<file path="config.mk">
export PLATFORM = sky130hd
export DESIGN_NAME = wrf_fec_loss_emulator
export DESIGN_NICKNAME = d
export VERILOG_FILES = /design/src/rtl/wrf_fec_loss_emulator.sv
export SDC_FILE = /design/constraint.sdc
export NUM_CORES = 1
export LEC_CHECK = 0
export CAP_MARGIN = 15
export CORE_MARGIN = 2
export CORE_UTILIZATION = 40
export DETAILED_ROUTE_END_ITERATION = 8
export GPL_ROUTABILITY_DRIVEN = 0
export SKIP_CTS_REPAIR_TIMING = 1
export SLEW_MARGIN = 20
export SYNTH_ARGS = -nofsm -noshare
export SYNTH_HDL_FRONTEND = slang
export SYNTH_SLANG_ARGS = --single-unit
</file>
<file path="constraint.sdc">
create_clock -name clk_i -period 3.7 [get_ports clk_i]
set_input_delay 0.74 -clock clk_i [delete_from_list [all_inputs] [get_ports clk_i]]
set_output_delay 0.74 -clock clk_i [all_outputs]
set_load 0.005 [all_outputs]
</file>
<file path="src/rtl/wrf_fec_loss_emulator.sv">
// Frame-loss emulator between the FEC encoder and the fabric loopback: deletes
// chosen frames of each 4-frame group by per-index mask or LFSR threshold.
module wrf_fec_loss_emulator #(
   parameter logic [15:0] g_lfsr_init = 16'hACE1
) (
   input  logic        clk_i,
   input  logic        rst_n_i,
   // fabric sink (from encoder)
   input  logic        snk_cyc,
   input  logic        snk_stb,
   input  logic        snk_we,
   input  logic [1:0]  snk_sel,
   input  logic [1:0]  snk_adr,
   input  logic [15:0] snk_dat,
   output logic        snk_ack,
   output logic        snk_stall,
   // fabric source (toward loopback)
   output logic        src_cyc,
   output logic        src_stb,
   output logic        src_we,
   output logic [1:0]  src_sel,
   output logic [1:0]  src_adr,
   output logic [15:0] src_dat,
   input  logic        src_ack,
   input  logic        src_stall,
   // configuration slave
   input  logic        wb_cyc,
   input  logic        wb_stb,
   input  logic        wb_we,
   input  logic [3:0]  wb_sel,
   input  logic [31:0] wb_adr,
   input  logic [31:0] wb_dat_i,
   output logic [31:0] wb_dat_o,
   output logic        wb_ack,
   output logic        wb_stall
);

   localparam int unsigned CNT_W  = 32;
   localparam int unsigned LFSR_W = 16;
   localparam int unsigned GRP_W  = 2;
   localparam logic [CNT_W-1:0] CNT_MAX = '1;

   typedef enum logic [1:0] {
      ST_IDLE = 2'd0,
      ST_FWD  = 2'd1,
      ST_DROP = 2'd2
   } state_t;

   state_t              r_state;
   logic                r_prev_cyc;
   logic                r_drop_ack;
   logic                r_en;
   logic                r_mode;
   logic [3:0]          r_shadow;
   logic [3:0]          r_mask;
   logic [LFSR_W-1:0]   r_thresh;
   logic [LFSR_W-1:0]   r_lfsr;
   logic [CNT_W-1:0]    r_frames_in;
   logic [CNT_W-1:0]    r_frames_drop;
   logic [GRP_W-1:0]    r_gidx;
   logic                r_wb_ack;
   logic [31:0]         r_wb_dat;

   logic                w_start;
   logic                w_end;
   logic [3:0]          w_mask_eff;
   logic                w_drop;
   logic                w_pass;
   logic                w_dropping;
   logic [LFSR_W-1:0]   w_lfsr_next;
   logic                w_wb_req;
   logic                w_wb_wr;
   logic [2:0]          w_wb_idx;
   logic                w_ctrl_wr;
   logic                w_cnt_clr;
   logic                w_grp_rst;
   logic [31:0]         w_rd_dat;
   logic                w_unused_wb;

   // Frame boundaries; r_prev_cyc resets high so a frame still in flight at
   // reset release is not mistaken for a new frame start.
   assign w_start    = snk_cyc & ~r_prev_cyc & (r_state == ST_IDLE);
   assign w_end      = ~snk_cyc & (r_state != ST_IDLE);

   // At an index-0 start the shadow mask becomes active in that same cycle.
   assign w_mask_eff = (r_gidx == GRP_W'(0)) ? r_shadow : r_mask;
   assign w_drop     = r_en & (r_mode ? (r_lfsr < r_thresh) : w_mask_eff[r_gidx]);

   assign w_pass     = (r_state == ST_FWD)  | (w_start & ~w_drop);
   assign w_dropping = (r_state == ST_DROP) | (w_start &  w_drop);

   assign w_lfsr_next = {r_lfsr[0] ^ r_lfsr[2] ^ r_lfsr[3] ^ r_lfsr[5], r_lfsr[LFSR_W-1:1]};

   assign w_wb_req  = wb_cyc & wb_stb;
   assign w_wb_wr   = w_wb_req & wb_we;
   assign w_wb_idx  = wb_adr[4:2];
   assign w_ctrl_wr = w_wb_wr & (w_wb_idx == 3'd0);
   assign w_cnt_clr = w_ctrl_wr & wb_dat_i[2];
   assign w_grp_rst = w_ctrl_wr & wb_dat_i[3];

   assign w_unused_wb = ^{wb_sel, wb_adr[31:5], wb_adr[1:0], wb_dat_i[31:16]};

   // Zero-latency forward path; a dropped frame is swallowed and self-acked.
   assign src_cyc   = w_pass & snk_cyc;
   assign src_stb   = w_pass & snk_stb;
   assign src_we    = w_pass & snk_we;
   assign src_sel   = w_pass ? snk_sel : 2'b00;
   assign src_adr   = w_pass ? snk_adr : 2'b00;
   assign src_dat   = w_pass ? snk_dat : 16'h0000;
   assign snk_stall = w_pass & src_stall;
   assign snk_ack   = w_pass ? src_ack : r_drop_ack;

   assign wb_ack    = r_wb_ack;
   assign wb_dat_o  = r_wb_dat;
   assign wb_stall  = 1'b0;

   always_comb begin
      w_rd_dat = '0;
      case (w_wb_idx)
         3'd0:    w_rd_dat = {30'd0, r_mode, r_en};
         3'd1:    w_rd_dat = {28'd0, r_shadow};
         3'd2:    w_rd_dat = {16'd0, r_thresh};
         3'd3:    w_rd_dat = {16'd0, r_lfsr};
         3'd4:    w_rd_dat = r_frames_in;
         3'd5:    w_rd_dat = r_frames_drop;
         3'd6:    w_rd_dat = {30'd0, r_gidx};
         default: w_rd_dat = '0;
      endcase
   end

   // Frame state machine and dropped-frame ack
   always_ff @(posedge clk_i or negedge rst_n_i) begin
      if (!rst_n_i) begin
         r_state    <= ST_IDLE;
         r_prev_cyc <= 1'b1;
         r_drop_ack <= 1'b0;
      end else begin
         r_prev_cyc <= snk_cyc;
         r_drop_ack <= w_dropping & snk_cyc & snk_stb;
         if (w_start)
            r_state <= w_drop ? ST_DROP : ST_FWD;
         else if (w_end)
            r_state <= ST_IDLE;
      end
   end

   // Configuration, group index, LFSR and statistics
   always_ff @(posedge clk_i or negedge rst_n_i) begin
      if (!rst_n_i) begin
         r_en          <= 1'b0;
         r_mode        <= 1'b0;
         r_shadow      <= '0;
         r_mask        <= '0;
         r_thresh      <= '0;
         r_lfsr        <= g_lfsr_init;
         r_frames_in   <= '0;
         r_frames_drop <= '0;
         r_gidx        <= '0;
      end else begin
         if (w_ctrl_wr) begin
            r_en   <= wb_dat_i[0];
            r_mode <= wb_dat_i[1];
         end
         if (w_wb_wr && w_wb_idx == 3'd1)
            r_shadow <= wb_dat_i[3:0];
         if (w_wb_wr && w_wb_idx == 3'd2)
            r_thresh <= wb_dat_i[15:0];

         if (w_start && r_gidx == GRP_W'(0))
            r_mask <= r_shadow;

         if (w_wb_wr && w_wb_idx == 3'd3)
            r_lfsr <= (wb_dat_i[15:0] == 16'd0) ? g_lfsr_init : wb_dat_i[15:0];
         else if (w_start)
            r_lfsr <= w_lfsr_next;

         if (w_grp_rst)
            r_gidx <= '0;
         else if (w_end)
            r_gidx <= r_gidx + GRP_W'(1);

         if (w_cnt_clr)
            r_frames_in <= '0;
         else if (w_start && r_frames_in != CNT_MAX)
            r_frames_in <= r_frames_in + CNT_W'(1);

         if (w_cnt_clr)
            r_frames_drop <= '0;
         else if (w_start && w_drop && r_frames_drop != CNT_MAX)
            r_frames_drop <= r_frames_drop + CNT_W'(1);
      end
   end

   // Wishbone slave: single-cycle ack, read data captured with the request
   always_ff @(posedge clk_i or negedge rst_n_i) begin
      if (!rst_n_i) begin
         r_wb_ack <= 1'b0;
         r_wb_dat <= '0;
      end else begin
         r_wb_ack <= w_wb_req;
         r_wb_dat <= (w_wb_req & ~wb_we) ? w_rd_dat : '0;
      end
   end

endmodule

</file>
==> impl_results.md <==
* Status: finished clean
* EDFF count, synth at 0
* Cell Pwr Density at ~500 mW/mm2
* Leak at 4.20 nW
* GRT Residual Overflow at 0
* Global-route wire length before repair at ~35 mm
* Max Clock Freq at 0.277 GHz
* DP Area at 0.00926 mm2
* Count of warnings emitted by yosys at 0
* Die area at ~0.02 mm2
* Path type of the worst setup path: register to primary output
* VDD IR max at roughly 0.00035 V
* Fin Clk Skew at 11.5 ps
* Die Span X at ~140 um
* Syn Nets at around 950
* Top-level I/O count at 157
* CTS tree: built
* Core area at just under 0.02 mm2
* Fin Hold WS at about 340 ps
* Worst-path fanout max at 8
* Chip Height at roughly 140 um
* Number of max-cap violations at 0
* Post-Syn Area per Cell at 9.36 um2
* Placed cell count at 1186
* Flops & latches, synth at about 150
* WL final at between 20 and 25 mm
* Largest net degree at the start of global routing at roughly 80
* Final count of pins violating max slew at 0
* Sequential fraction of the synthesis area at 0.467
* Final nets at between 1000 and 1500
* Layout cells sized above 1 at 0.130
* Area leader, netlist: dfrtp_1
* List of most frequent post-synthesis cells: dfrtp_1, nand2_1, nor2_1
* Overall power at a little over 0.005 W
* Slew @ Worst Pin at between 700 and 800 ps
* Period utilization at 0.976
* CP Data Arrival Time at between 2000 and 3000 ps
* DRC Markers at 0
* Yosys top cell area share at 0.437
* Initial DRC Count at 526
* Non-filler instance count after layout at 1230
* Detail Route Antenna Nets at 0
* Vias post-DR at 6874
* H-tree depth at 4
* CP startpoint kind: register
* Antenna Cells at 0
* CTS clk-pin slew, worst paths at around 60 ps
* First drt pass iteration count at 5
* Hold Fails Final Rpt at 0
* Final Util at 0.524
* Normalized max-slew margin at 0.476
* Clk sink count at 145
* CTS Root Cell: clkbuf_16
* Worst setup EP type: primary output
* Synth unique cells at between 50 and 60
* Mapped Cells at 832
* Final Instance Area at a little over 0.01 mm2
* Port bufs at between 100 and 150
* Via density at about 5.6
* Setup violators final at 0
* Cell Rows at 51
* Initial Util at 0.404
* Async S/R FF share, synth at 1.00
* Total CTS buffers at 17
* Avg WL per Cell at around 18 um
* HP Class: input port to async pin
* Post-DP HPWL at 15.4 mm
* Clock latency on the worst-skew pair at about 420 ps
* Mapped Area at approximately 0.0078 mm2
* Req. time, crit path at 2960 ps
* Initial antenna violation count at 0
* Layout area overhead at 29.8%
* # fillers at 1831
* Fin crit period at 3610 ps
* Top_reg_cell synth: dfrtp_1
* Top-count cell post-synth: dfrtp_1
* Vias in the first global route at ~6500
* Total track usage at 0.221
* Clock tree buffer depth at 2
* Synth top area cells: dfrtp_1, nand2_1, a22oi_1
## per-stage QoR
stage               TNS [ps]  setup WS, ps
floorplan                  0           716
global placement           0           102
detailed placement         0           132
CTS                    -6090          -330
global route           -75.5         -18.0
finish                     0          87.2
## report_power, final
group | leakage, nW | internal [W] | total [W] | switching (W)
registers | 1.92 | 0.00182 | 0.00206 | 0.000237
logic | 1.98 | 0.000645 | 0.00124 | 0.000597
clock network | 0.303 | 0.00121 | 0.00188 | 0.000667
total | 4.20 | 0.00368 | 0.00518 | 0.00150
## cell families (layout without fill, tap and decap cells)
| logic type | after synthesis | in the layout | share of synthesized area |
|---|---|---|---|
| flops | 145 | 145 | 0.467 |
| compound gates | 186 | 186 | 0.152 |
| xor+xnor | 26 | 26 | 0.0292 |
| mux | 24 | 24 | 0.0392 |
| other cells | 1 | 1 | 0.000482 |
| fa+ha+maj | 18 | 18 | 0.0289 |
| buf+inv | 76 | 209 | 0.0399 |
| simple gates | 356 | 356 | 0.243 |
## sequential cells by signal, indices dropped and copies added, names as in the netlist
name,cells
r_prev_cyc,1
r_mask,4
r_frames_in,32
r_frames_drop,32
r_en,1
r_thresh,16
r_lfsr,16
wb_ack,1
r_drop_ack,1
r_state,2
r_mode,1
r_gidx,2
wb_dat_o,32
r_shadow,4
## cells in the final DEF (no fill, tap or decap), types with 20 or more instances in the layout
cell type        netlist  routed
a21oi_1               53      51
a22oi_1               40      40
buf_4                  1      42
clkdlybuf4s50_1        0      98
dfrtp_1              136     136
inv_1                 24      23
nand2_1               89      89
nand3_1               35      34
nand4_1               34      34
nor2_1                67      66
nor2b_1               21      21
o21ai_0               37      37
or4_1                 20      20
## metal layers
metal  share of wire  track usage
met1            0.46        0.306
met2            0.47        0.352
met3           0.053       0.0480
met4           0.016       0.0604
met5               0            0
## cell type report
class | count | area (um2) | share of cell area
clock inverter | 11 | 188 | 0.0186
inverter | 24 | 90.1 | 0.00891
tap | 265 | 332 | 0.0328
clock buffer | 21 | 450 | 0.0446
timing repair buffer | 153 | 1450 | 0.144
sequential | 145 | 3640 | 0.360
multi-input combinational | 611 | 3950 | 0.391
## worst max-delay path, cell delays in order (launching register included)
cell             delay, ps
dfrtp_1                360
buf_4                  130
mux4_2                 520
mux2i_4                210
nor3b_4                 80
a31oi_4                240
a21oi_4                100
buf_6                  140
and2b_1                170
clkdlybuf4s50_1        490
## final timing paths
kind	from	endpoint	slack (ps)	cells past startpoint
max in group asynchronous	rst_n_i	r_lfsr[13]$_DFFE_PN1P_	2430	2
setup reg to reg	r_lfsr[13]$_DFFE_PN1P_	r_frames_drop[30]$_DFFE_PN0P_	960	8
hold / removal	rst_n_i	r_drop_ack$_DFF_PN0_	340	1
hold reg to reg	r_mask[1]$_DFFE_PN0P_	r_mask[1]$_DFFE_PN0P_	500	1
setup / recovery	r_gidx[0]$_DFFE_PN0P_	src_dat[11]	90	9
min in group clk_i	r_mask[1]$_DFFE_PN0P_	r_mask[1]$_DFFE_PN0P_	500	1
Note: power is estimated with default switching activity, not from simulation.
